<file path="config.mk">
export PLATFORM = sky130hd
export DESIGN_NAME = axi_burst_rd
export DESIGN_NICKNAME = d
export VERILOG_FILES = /design/src/rtl/axi_burst_rd_pkg.sv /design/src/rtl/axi_burst_rd_skid_buf.sv /design/src/rtl/axi_burst_rd.sv
export SDC_FILE = /design/constraint.sdc
export NUM_CORES = 1
export LEC_CHECK = 0
export ABC_AREA = 0
export ABC_CLOCK_PERIOD_IN_PS = 4500
export BUFFER_PORTS_ARGS = -buffer_cell sky130_fd_sc_hd__buf_2
export CORE_MARGIN = 4
export CORE_UTILIZATION = 40
export DETAILED_ROUTE_END_ITERATION = 12
export PLACE_DENSITY_LB_ADDON = 0.1
export SKIP_LAST_GASP = 1
export SYNTH_ARGS = -nofsm -noshare
export SYNTH_HDL_FRONTEND = slang
export SYNTH_SLANG_ARGS = --single-unit
</file>
<file path="constraint.sdc">
create_clock -name axi_aclk -period 4.5 [get_ports axi_aclk]
set_input_delay 0.9 -clock axi_aclk [delete_from_list [all_inputs] [get_ports axi_aclk]]
set_output_delay 0.9 -clock axi_aclk [all_outputs]
set_load 0.01 [all_outputs]
</file>
<file path="src/rtl/axi_burst_rd_pkg.sv">
// Shared definitions for the DDR capture/playback AXI masters:
// AXI field constants, controller state encodings and burst sizing helper.
package axi_burst_rd_pkg;

  localparam int BYTES_PER_BEAT = 16;
  localparam int PACKET_SIZE    = 4096;

  localparam logic [1:0] AXI_BURST_INCR    = 2'b01;
  localparam logic [2:0] AXI_SIZE_16B      = 3'd4;
  localparam logic [3:0] AXI_CACHE_DEFAULT = 4'b0011;

  localparam logic [1:0] ST_IDLE  = 2'd0;
  localparam logic [1:0] ST_ISSUE = 2'd1;
  localparam logic [1:0] ST_DRAIN = 2'd2;
  localparam logic [1:0] ST_FLUSH = 2'd3;

  // Beats for the next burst: the full burst length, or whatever is left of the pass.
  function automatic logic [8:0] burst_beats(input logic [27:0] remaining,
                                             input logic [8:0]  max_beats);
    if (remaining >= {19'd0, max_beats}) begin
      return max_beats;
    end
    return remaining[8:0];
  endfunction

endpackage

</file>
<file path="src/rtl/axi_burst_rd_skid_buf.sv">
// Two-entry fully registered skid buffer between the AXI R channel and the
// AXI-Stream output. The head entry drives the output directly, so a beat
// accepted on the input is visible one cycle later, and a simultaneous
// push/pop at occupancy one keeps full throughput.
module axis_skid_buf #(
  parameter int WIDTH = 128
) (
  input  logic             clk,
  input  logic             rst_n,
  input  logic             clear,
  input  logic [WIDTH-1:0] in_data,
  input  logic             in_valid,
  output logic             in_ready,
  output logic [WIDTH-1:0] out_data,
  output logic             out_valid,
  input  logic             out_ready,
  output logic             empty
);

  logic [1:0]       count;
  logic [WIDTH-1:0] entry0;
  logic [WIDTH-1:0] entry1;
  logic             push;
  logic             pop;

  assign in_ready  = (count != 2'd2);
  assign out_valid = (count != 2'd0);
  assign empty     = (count == 2'd0);
  assign out_data  = entry0;
  assign push      = in_valid & in_ready;
  assign pop       = out_valid & out_ready;

  // Occupancy and storage update; entry0 is always the oldest beat.
  always_ff @(posedge clk or negedge rst_n) begin
    if (!rst_n) begin
      count  <= 2'd0;
      entry0 <= '0;
      entry1 <= '0;
    end else if (clear) begin
      count <= 2'd0;
    end else begin
      case (count)
        2'd0: begin
          if (push) begin
            entry0 <= in_data;
            count  <= 2'd1;
          end
        end
        2'd1: begin
          if (push && pop) begin
            entry0 <= in_data;
          end else if (push) begin
            entry1 <= in_data;
            count  <= 2'd2;
          end else if (pop) begin
            count <= 2'd0;
          end
        end
        2'd2: begin
          if (pop) begin
            entry0 <= entry1;
            count  <= 2'd1;
          end
        end
        default: count <= 2'd0;
      endcase
    end
  end

endmodule

</file>
<file path="src/rtl/axi_burst_rd.sv">
// AXI4 read master for waveform playback: reads a captured DDR buffer back in
// INCR bursts and streams it out as AXI-Stream, optionally looping forever.
module axi_burst_rd
  import axi_burst_rd_pkg::*;
#(
  parameter int DATA_WIDTH      = 128,
  parameter int BURST_BEATS     = 256,
  parameter int MAX_OUTSTANDING = 4
) (
  input  logic                    axi_aclk,
  input  logic                    axi_rstb,
  output logic [31:0]             axi_araddr,
  output logic [7:0]              axi_arlen,
  output logic [2:0]              axi_arsize,
  output logic [1:0]              axi_arburst,
  output logic [3:0]              axi_arcache,
  output logic [2:0]              axi_arprot,
  output logic [3:0]              axi_arid,
  output logic                    axi_arvalid,
  input  logic                    axi_arready,
  input  logic [DATA_WIDTH-1:0]   axi_rdata,
  input  logic [1:0]              axi_rresp,
  input  logic                    axi_rlast,
  input  logic                    axi_rvalid,
  output logic                    axi_rready,
  output logic [DATA_WIDTH-1:0]   axis_tdata,
  output logic [DATA_WIDTH/8-1:0] axis_tkeep,
  output logic                    axis_tlast,
  output logic                    axis_tvalid,
  input  logic                    axis_tready,
  input  logic                    read_start,
  input  logic                    read_reset,
  input  logic                    play_loop,
  input  logic [31:0]             start_address,
  input  logic [31:0]             cap_size,
  output logic                    busy,
  output logic                    rd_done,
  output logic                    rd_err,
  output logic [31:0]             current_addr,
  output logic [7:0]              run_cycles
);

  localparam int               OUT_W     = $clog2(MAX_OUTSTANDING + 1);
  localparam logic [OUT_W-1:0] OUT_MAX   = OUT_W'(MAX_OUTSTANDING);
  localparam logic [OUT_W-1:0] OUT_ONE   = OUT_W'(1);
  localparam logic [8:0]       BURST_MAX = 9'(BURST_BEATS);

  logic [1:0]            state;
  logic [31:0]           base_addr;
  logic [31:0]           next_addr;
  logic [27:0]           total_beats;
  logic [27:0]           remaining;
  logic [27:0]           beat_cnt;
  logic [OUT_W-1:0]      outstanding;
  logic [OUT_W-1:0]      outstanding_nxt;
  logic                  ar_hs;
  logic                  r_hs;
  logic                  r_last_hs;
  logic                  axis_hs;
  logic [8:0]            issue_beats;
  logic [8:0]            cur_beats;
  logic                  skid_in_valid;
  logic                  skid_in_ready;
  logic                  skid_out_valid;
  logic                  skid_out_ready;
  logic                  skid_empty;
  logic [DATA_WIDTH-1:0] skid_out_data;
  logic                  unused_bits;

  assign axi_arsize  = AXI_SIZE_16B;
  assign axi_arburst = AXI_BURST_INCR;
  assign axi_arcache = AXI_CACHE_DEFAULT;
  assign axi_arprot  = 3'd0;
  assign axi_arid    = 4'd0;
  assign axis_tkeep  = '1;

  // Alignment bits of the base address and size never take part in the transfer.
  assign unused_bits = ^{start_address[11:0], cap_size[3:0]};

  assign ar_hs     = axi_arvalid & axi_arready;
  assign r_hs      = axi_rvalid & axi_rready;
  assign r_last_hs = r_hs & axi_rlast;
  assign axis_hs   = axis_tvalid & axis_tready;

  assign issue_beats = burst_beats(remaining, BURST_MAX);
  assign cur_beats   = {1'b0, axi_arlen} + 9'd1;

  // In FLUSH every returning beat is swallowed; otherwise R is throttled by the buffer.
  assign axi_rready    = (state == ST_FLUSH) | skid_in_ready;
  assign skid_in_valid = axi_rvalid & (state != ST_FLUSH);

  // An abort hides the buffered beat immediately so nothing leaks downstream.
  assign axis_tvalid    = skid_out_valid & ~read_reset;
  assign skid_out_ready = axis_tready & ~read_reset;
  assign axis_tdata     = skid_out_data;
  assign axis_tlast     = axis_tvalid & (beat_cnt == (total_beats - 28'd1));

  assign busy = (state != ST_IDLE);

  // Bursts in flight: an AR handshake adds one, a returned rlast retires one.
  always_comb begin
    outstanding_nxt = outstanding;
    if (ar_hs && !r_last_hs) begin
      outstanding_nxt = outstanding + OUT_ONE;
    end else if (!ar_hs && r_last_hs) begin
      outstanding_nxt = outstanding - OUT_ONE;
    end
  end

  axis_skid_buf #(
    .WIDTH(DATA_WIDTH)
  ) u_skid (
    .clk      (axi_aclk),
    .rst_n    (axi_rstb),
    .clear    (read_reset),
    .in_data  (axi_rdata),
    .in_valid (skid_in_valid),
    .in_ready (skid_in_ready),
    .out_data (skid_out_data),
    .out_valid(skid_out_valid),
    .out_ready(skid_out_ready),
    .empty    (skid_empty)
  );

  // Controller: burst issue, pass wrap-around, status flags and abort handling.
  always_ff @(posedge axi_aclk or negedge axi_rstb) begin
    if (!axi_rstb) begin
      state        <= ST_IDLE;
      base_addr    <= '0;
      next_addr    <= '0;
      total_beats  <= '0;
      remaining    <= '0;
      beat_cnt     <= '0;
      outstanding  <= '0;
      axi_araddr   <= '0;
      axi_arlen    <= '0;
      axi_arvalid  <= 1'b0;
      rd_done      <= 1'b0;
      rd_err       <= 1'b0;
      current_addr <= '0;
      run_cycles   <= '0;
    end else begin
      outstanding <= outstanding_nxt;
      if (read_reset) begin
        axi_arvalid  <= axi_arvalid & ~axi_arready;
        rd_done      <= 1'b0;
        rd_err       <= 1'b0;
        run_cycles   <= '0;
        current_addr <= '0;
        beat_cnt     <= '0;
        if ((outstanding_nxt != '0) || (axi_arvalid && !axi_arready)) begin
          state <= ST_FLUSH;
        end else begin
          state <= ST_IDLE;
        end
      end else begin
        if (ar_hs) begin
          axi_arvalid <= 1'b0;
        end
        if (r_hs && (axi_rresp != 2'b00) && (state != ST_FLUSH)) begin
          rd_err <= 1'b1;
        end
        if (axis_hs) begin
          if (axis_tlast) begin
            beat_cnt   <= '0;
            run_cycles <= run_cycles + 8'd1;
          end else begin
            beat_cnt <= beat_cnt + 28'd1;
          end
        end
        case (state)
          ST_IDLE: begin
            if (read_start) begin
              base_addr   <= {start_address[31:12], 12'h000};
              total_beats <= cap_size[31:4];
              if (cap_size[31:4] == 28'd0) begin
                rd_done <= 1'b1;
              end else begin
                rd_done   <= 1'b0;
                rd_err    <= 1'b0;
                next_addr <= {start_address[31:12], 12'h000};
                remaining <= cap_size[31:4];
                beat_cnt  <= '0;
                state     <= ST_ISSUE;
              end
            end
          end
          ST_ISSUE: begin
            if (!axi_arvalid && (outstanding < OUT_MAX)) begin
              axi_arvalid <= 1'b1;
              axi_araddr  <= next_addr;
              axi_arlen   <= 8'(issue_beats - 9'd1);
            end
            if (ar_hs) begin
              current_addr <= axi_araddr;
              next_addr    <= next_addr + 32'({cur_beats, 4'h0});
              remaining    <= remaining - 28'(cur_beats);
              if (remaining == 28'(cur_beats)) begin
                if (play_loop) begin
                  next_addr <= base_addr;
                  remaining <= total_beats;
                end else begin
                  state <= ST_DRAIN;
                end
              end
            end
          end
          ST_DRAIN: begin
            if ((outstanding == '0) && skid_empty) begin
              rd_done <= 1'b1;
              state   <= ST_IDLE;
            end
          end
          ST_FLUSH: begin
            if (!axi_arvalid && (outstanding_nxt == '0)) begin
              state <= ST_IDLE;
            end
          end
          default: state <= ST_IDLE;
        endcase
      end
    end
  end

endmodule

</file>
* Yosys cells after proc, flatten, opt, wreduce, memory -nomap -nowiden
Index checks and enable logic that the tools add are counted.
** Cells by class
- Muxes and demuxes :: 64
- Equal/unequal tests :: 26
- Bitwise logic cells :: 15
- $lt $le $gt $ge :: 2
- Add/sub/neg operators :: 9
- Reduce and logical (&&, ||, !) cells :: 40
** Operator list (number)
- 128-bit two-way mux :: 3
- 128-bit case mux with 3 select lines :: 1
- 28-bit two-way mux :: 11
- 32-bit two-way mux :: 8
- 32-bit case mux with 2 select lines :: 1
- 28-bit case mux with 2 select lines :: 1
- 8-bit two-way mux :: 5
- 32-bit by 13-bit adder with 32-bit output :: 1
- 2-bit two-way mux :: 15
- 28-bit by 1-bit adder with 28-bit output (second input constant) :: 1
- 28-bit equality test :: 1
- 28-bit by 9-bit equality test with 1-bit output :: 1
- 28-bit by 9-bit >= comparator with 1-bit output (second input constant) :: 1
- 28-bit logical NOT :: 1
- 28-bit by 1-bit subtractor with 28-bit output (second input constant) :: 1
- 28-bit by 9-bit subtractor with 28-bit output :: 1
- 3-bit inequality test (second input constant) :: 7
- 2-bit nonzero test :: 8
- 1-bit two-way mux :: 14
- 1-bit bitwise AND :: 11
- 2-bit inequality test (second input constant) :: 5
- 5-bit AND reduction :: 2
- 8-bit by 1-bit adder with 9-bit output (second input constant) :: 1
- 1-bit logical AND :: 9
- 25 further kinds :: 46
** Storage, ports and cells
- Bits in registers :: 482
- Output and inout port bits :: 247
- Input bits :: 203

* Logic depth before layout (Yosys ltp)
- Depth in word-level cells :: 12
- Gate-level depth with buffers :: 16
- Mapped depth without buffers :: 14

* Modules after synthesis
A second synthesis with hierarchy kept.
** Second synthesis, totals
- Cell total of the unflattened synthesis :: 2004
- Area, all modules :: 24335.8 um2
** Modules (own cells, without submodules)
- axi_burst_rd :: area an instance 12295.5 um2, times used 1, sequential area each 5330.1 um2, cells each 1303
- axis_skid_buf :: area an instance 12040.3 um2, times used 1, sequential area each 6456.2 um2, cells each 701

* Worst setup path after synthesis
No wires, ideal clock.
- Path kind :: register to output
- Start :: register total_beats[0]
- End :: output axis_tlast
- Data required time :: 3.600 ns
- Arrival time :: 2.297 ns
- Slack :: 1.303 ns
- Stages on the path, launching flop included :: 11
- Buffers on the path :: 1
- Path through :: dfrtp_1 -> inv_1 -> ha_1 -> or3b_2 -> clkbuf_1 -> nor3_1 -> nand2_1 -> nor3_1 -> nor3_1 -> nor4_1 -> and4_1
** Between the ends
- Word-level cells in the longest chain between the ends :: 3
** RTL lines
- from (decl) :: RTL line axi_burst_rd.sv:51 : logic [27:0] total_beats;
- from (signal assigned) :: RTL line axi_burst_rd.sv:175 : total_beats <= cap_size[31:4];
- 28-bit by 1-bit subtractor with 28-bit output :: RTL line axi_burst_rd.sv:96 : assign axis_tlast = axis_tvalid & (beat_cnt == (total_beats - 28'd1));
- 28-bit equality test :: RTL line axi_burst_rd.sv:96
- 1-bit bitwise AND :: RTL line axi_burst_rd.sv:96
- to (decl) :: RTL line axi_burst_rd.sv:28 : output logic axis_tlast,
Every way passes these cells.

* Final worst setup path
- Start :: register total_beats[12]
- End :: output axis_tlast
Same word-level chain as after synthesis.

==> flow_summary.ini <==
[timing]
timing.final.crit_share = 0.936
rsz0062_at_grt = false
skew_ns = 0.0164
drv_slew = 0
fin_crit_ns = 4.21
timing.fmax_mhz = 237
worst_pin_slew_ns = 0.986
maxSlewHeadroom = 0.343
setup_tns_ns = 0
setup_viol = 0
final-hold-violation-count = 0

[critical_path]
cp_data_arrival_time_ns = 3.31
setup.worst_path.class = flop to output port
r2r-start = axi_arlen[0]$_DFFE_PN0P_
crit_path_end_kind = output port
r2r_end = remaining[27]$_DFFE_PN0P_
rr_worst_depth = 14
cp-start-kind = flop
critPathMaxFanout = 16
critical-path-slowest-cell = dfrtp_1
path_cells = nor3_1 > nand4_4 > nor4b_1 > xnor2_1 > nand3_1 > nor4_1 > and4_1 > buf_2
r2r_slack_ns = 0.96
critical_path.max_stage_delay_ns = 0.48
critPathRequiredTime_ns = 3.60

[cts]
cts_buffers = 55
clockBufferDepth = 3
cts_max_level = 2
cts_root_buf = clkbuf_16
insertion_delay_ns = 0.61
clk_pin_slew_ns = 0.06
clock-sinks = 471
cts_tree = built

[global_routing]
grt_pass1_vias = 18400
antenna_found_initial = 27
grt_use_total = 0.212
grt-ovfl-total = 0
grt_first_pass_wirelength_um = 106000
grt_max_degree = 159

[cells_and_area]
drive_gt1_frac = 0.278
final_cell_mix = dfrtp_1, buf_2, nor2_1, nand2_1, mux2_2
seq_area_mm2 = 0.0118
layout_commonest_cell = dfrtp_1
nFillCells = 5451
final_core_util = 0.481
area_growth_pct = 19.2
finalNetCount = 2834
multiInputGateArea_mm2 = 0.0106

[route]
dr_total_vias = 18100
drc = 0
viasPerCell = 5.29
routed_wl_um = 67100
drt_iter0_drc = 1061
wl_per_cell_um = 19.7
first_pass_iters = 5
ant_nets = 0

[synthesis]
yosysTopAreaCell = dfrtp_1
synth-seq-area-share = 0.508
synthFlopType = dfrtp_1
synth_top_area_share = 0.508
ys_ff_latch = 471
synth_cells = 2250
synth.avg_cell_area_um2 = 10.3
syn_area_mm2 = 0.0232
synth_edf_count = 0
synth_cell_types = 78
synthTopCellsByArea = dfrtp_1, mux2_2, mux2i_1, nor2_1, a21oi_1
async_flop_share = 1.00
synth_warnings = 0

[job]
maxCapViolations = 0

[place]
dpl.hpwl_um = 47300
gp_congestion = 0.891
io_buffers = 397

[floorplanning]
fp.dieW_um = 249
io_pins = 450
coreArea_mm2 = 0.0576
die_h_um = 249
row_count = 88
start_util = 0.403
dieArea_mm2 = 0.0620

[power_and_ir_drop]
ir_drop_uv = 389
powerDensity_mw_per_mm2 = 669
leakage_nw = 12.4
p_total_w = 0.0185

[run_status]
status = finished, final reports clean

[hold_path]
hold_class = input port to async pin
-- per-layer routing --
| metal | global-route usage | wire (um) |
|---|---|---|
| met1 | 0.274 | 28000 |
| met5 | 0 | 172 |
| met2 | 0.338 | 31200 |
| met3 | 0.0772 | 5990 |
| met4 | 0.0623 | 1800 |
-- cell usage after synthesis, types with 12 or more instances --
master / instances
ha_1: 26
nand2_1: 205
mux2_2: 177
xor2_1: 39
inv_1: 41
nor2_1: 254
a22o_1: 32
nor4_1: 18
o21ai_0: 127
dfrtp_1: 471
nand4_1: 21
mux2i_1: 134
xnor2_1: 63
buf_4: 43
nor3_1: 40
buf_1: 12
clkbuf_1: 107
a31oi_1: 26
and3_1: 17
nand3_1: 31
a21oi_1: 176
-- logic make-up after synthesis --
kind of cell	count (synthesis)	share of synthesized area
compound gates	445	0.114
xor+xnor	102	0.0385
fa+ha+maj	30	0.0166
buf+inv	217	0.0439
flops	471	0.508
mux	313	0.145
other cells	2	0.000323
simple gates	670	0.134
-- worst max-delay path by stage --
stage,start,end,slack (ns),cells after the start
2_1_floorplan,total_beats[0]$_DFFE_PN0P_,axis_tlast,1.30,10
4_1_cts,total_beats[3]$_DFFE_PN0P_,axis_tlast,0.07,8
3_5_place_dp,total_beats[0]$_DFFE_PN0P_,axis_tlast,0.66,11
3_3_place_gp,total_beats[0]$_DFFE_PN0P_,axis_tlast,0.63,11
5_1_grt,total_beats[11]$_DFFE_PN0P_,axis_tlast,0.04,8
6_report,total_beats[12]$_DFFE_PN0P_,axis_tlast,0.29,8
-- layout make-up --
type                    instances  area share
well taps                     765      0.0346
repair buffers                438      0.0869
inverters                      41     0.00556
multi-input cells            1596       0.383
flip-flops and latches        471       0.426
diodes                         11    0.000995
clock inverters                 9     0.00420
clock buffers                  85      0.0589
-- flip-flops by register name, summed over array words and instances, names as in the netlist --
name             cells
u_skid.out_data    128
axi_arvalid          1
rd_err               1
current_addr        29
state                2
next_addr           28
axi_arlen            8
base_addr           20
rd_done              1
beat_cnt            28
outstanding          3
axi_araddr          28
u_skid.entry1      128
remaining           28
run_cycles           8
total_beats         28
u_skid.count         2
-- through the flow --
stage | cells | cell area, um2 | hold slack [ns] | setup WS [ns]
after floorplan | 2284 | 23300 | 0.442 | 1.30
after global placement | 3309 | 25900 | 0.458 | 0.632
after detailed placement | 3309 | 25900 | 0.471 | 0.655
after CTS | 3403 | 27600 | 0.406 | 0.0707
after global routing | 3411 | 27700 | 0.448 | 0.0380
final | 3416 | 27700 | 0.388 | 0.288
-- worst max-delay path, delay by kind of cell (launching register included) --
| kind | cells | cell delay [ns] |
|---|---|---|
| buffers and inverters | 1 | 0.15 |
| AND/OR/NAND/NOR | 6 | 1.85 |
| flip-flops | 1 | 0.48 |
| XOR/XNOR | 1 | 0.22 |
-- timing repair --
item | 4_1_cts | 5_1_grt
hold buffers | 0 | 0
pin swaps | 0 | 1
resized for setup | 1 | 0
setup endpoints to repair | 1 | 1
setup buffers | 0 | 2
-- report_power, final --
part / total, W / internal (W) / switching (W)
Combinational: 0.00673 / 0.00296 / 0.00377
Clock: 0.00436 / 0.00258 / 0.00178
Sequential: 0.00742 / 0.00600 / 0.00143
Total: 0.0185 / 0.0115 / 0.00697
(Power assumes the default switching activity.)
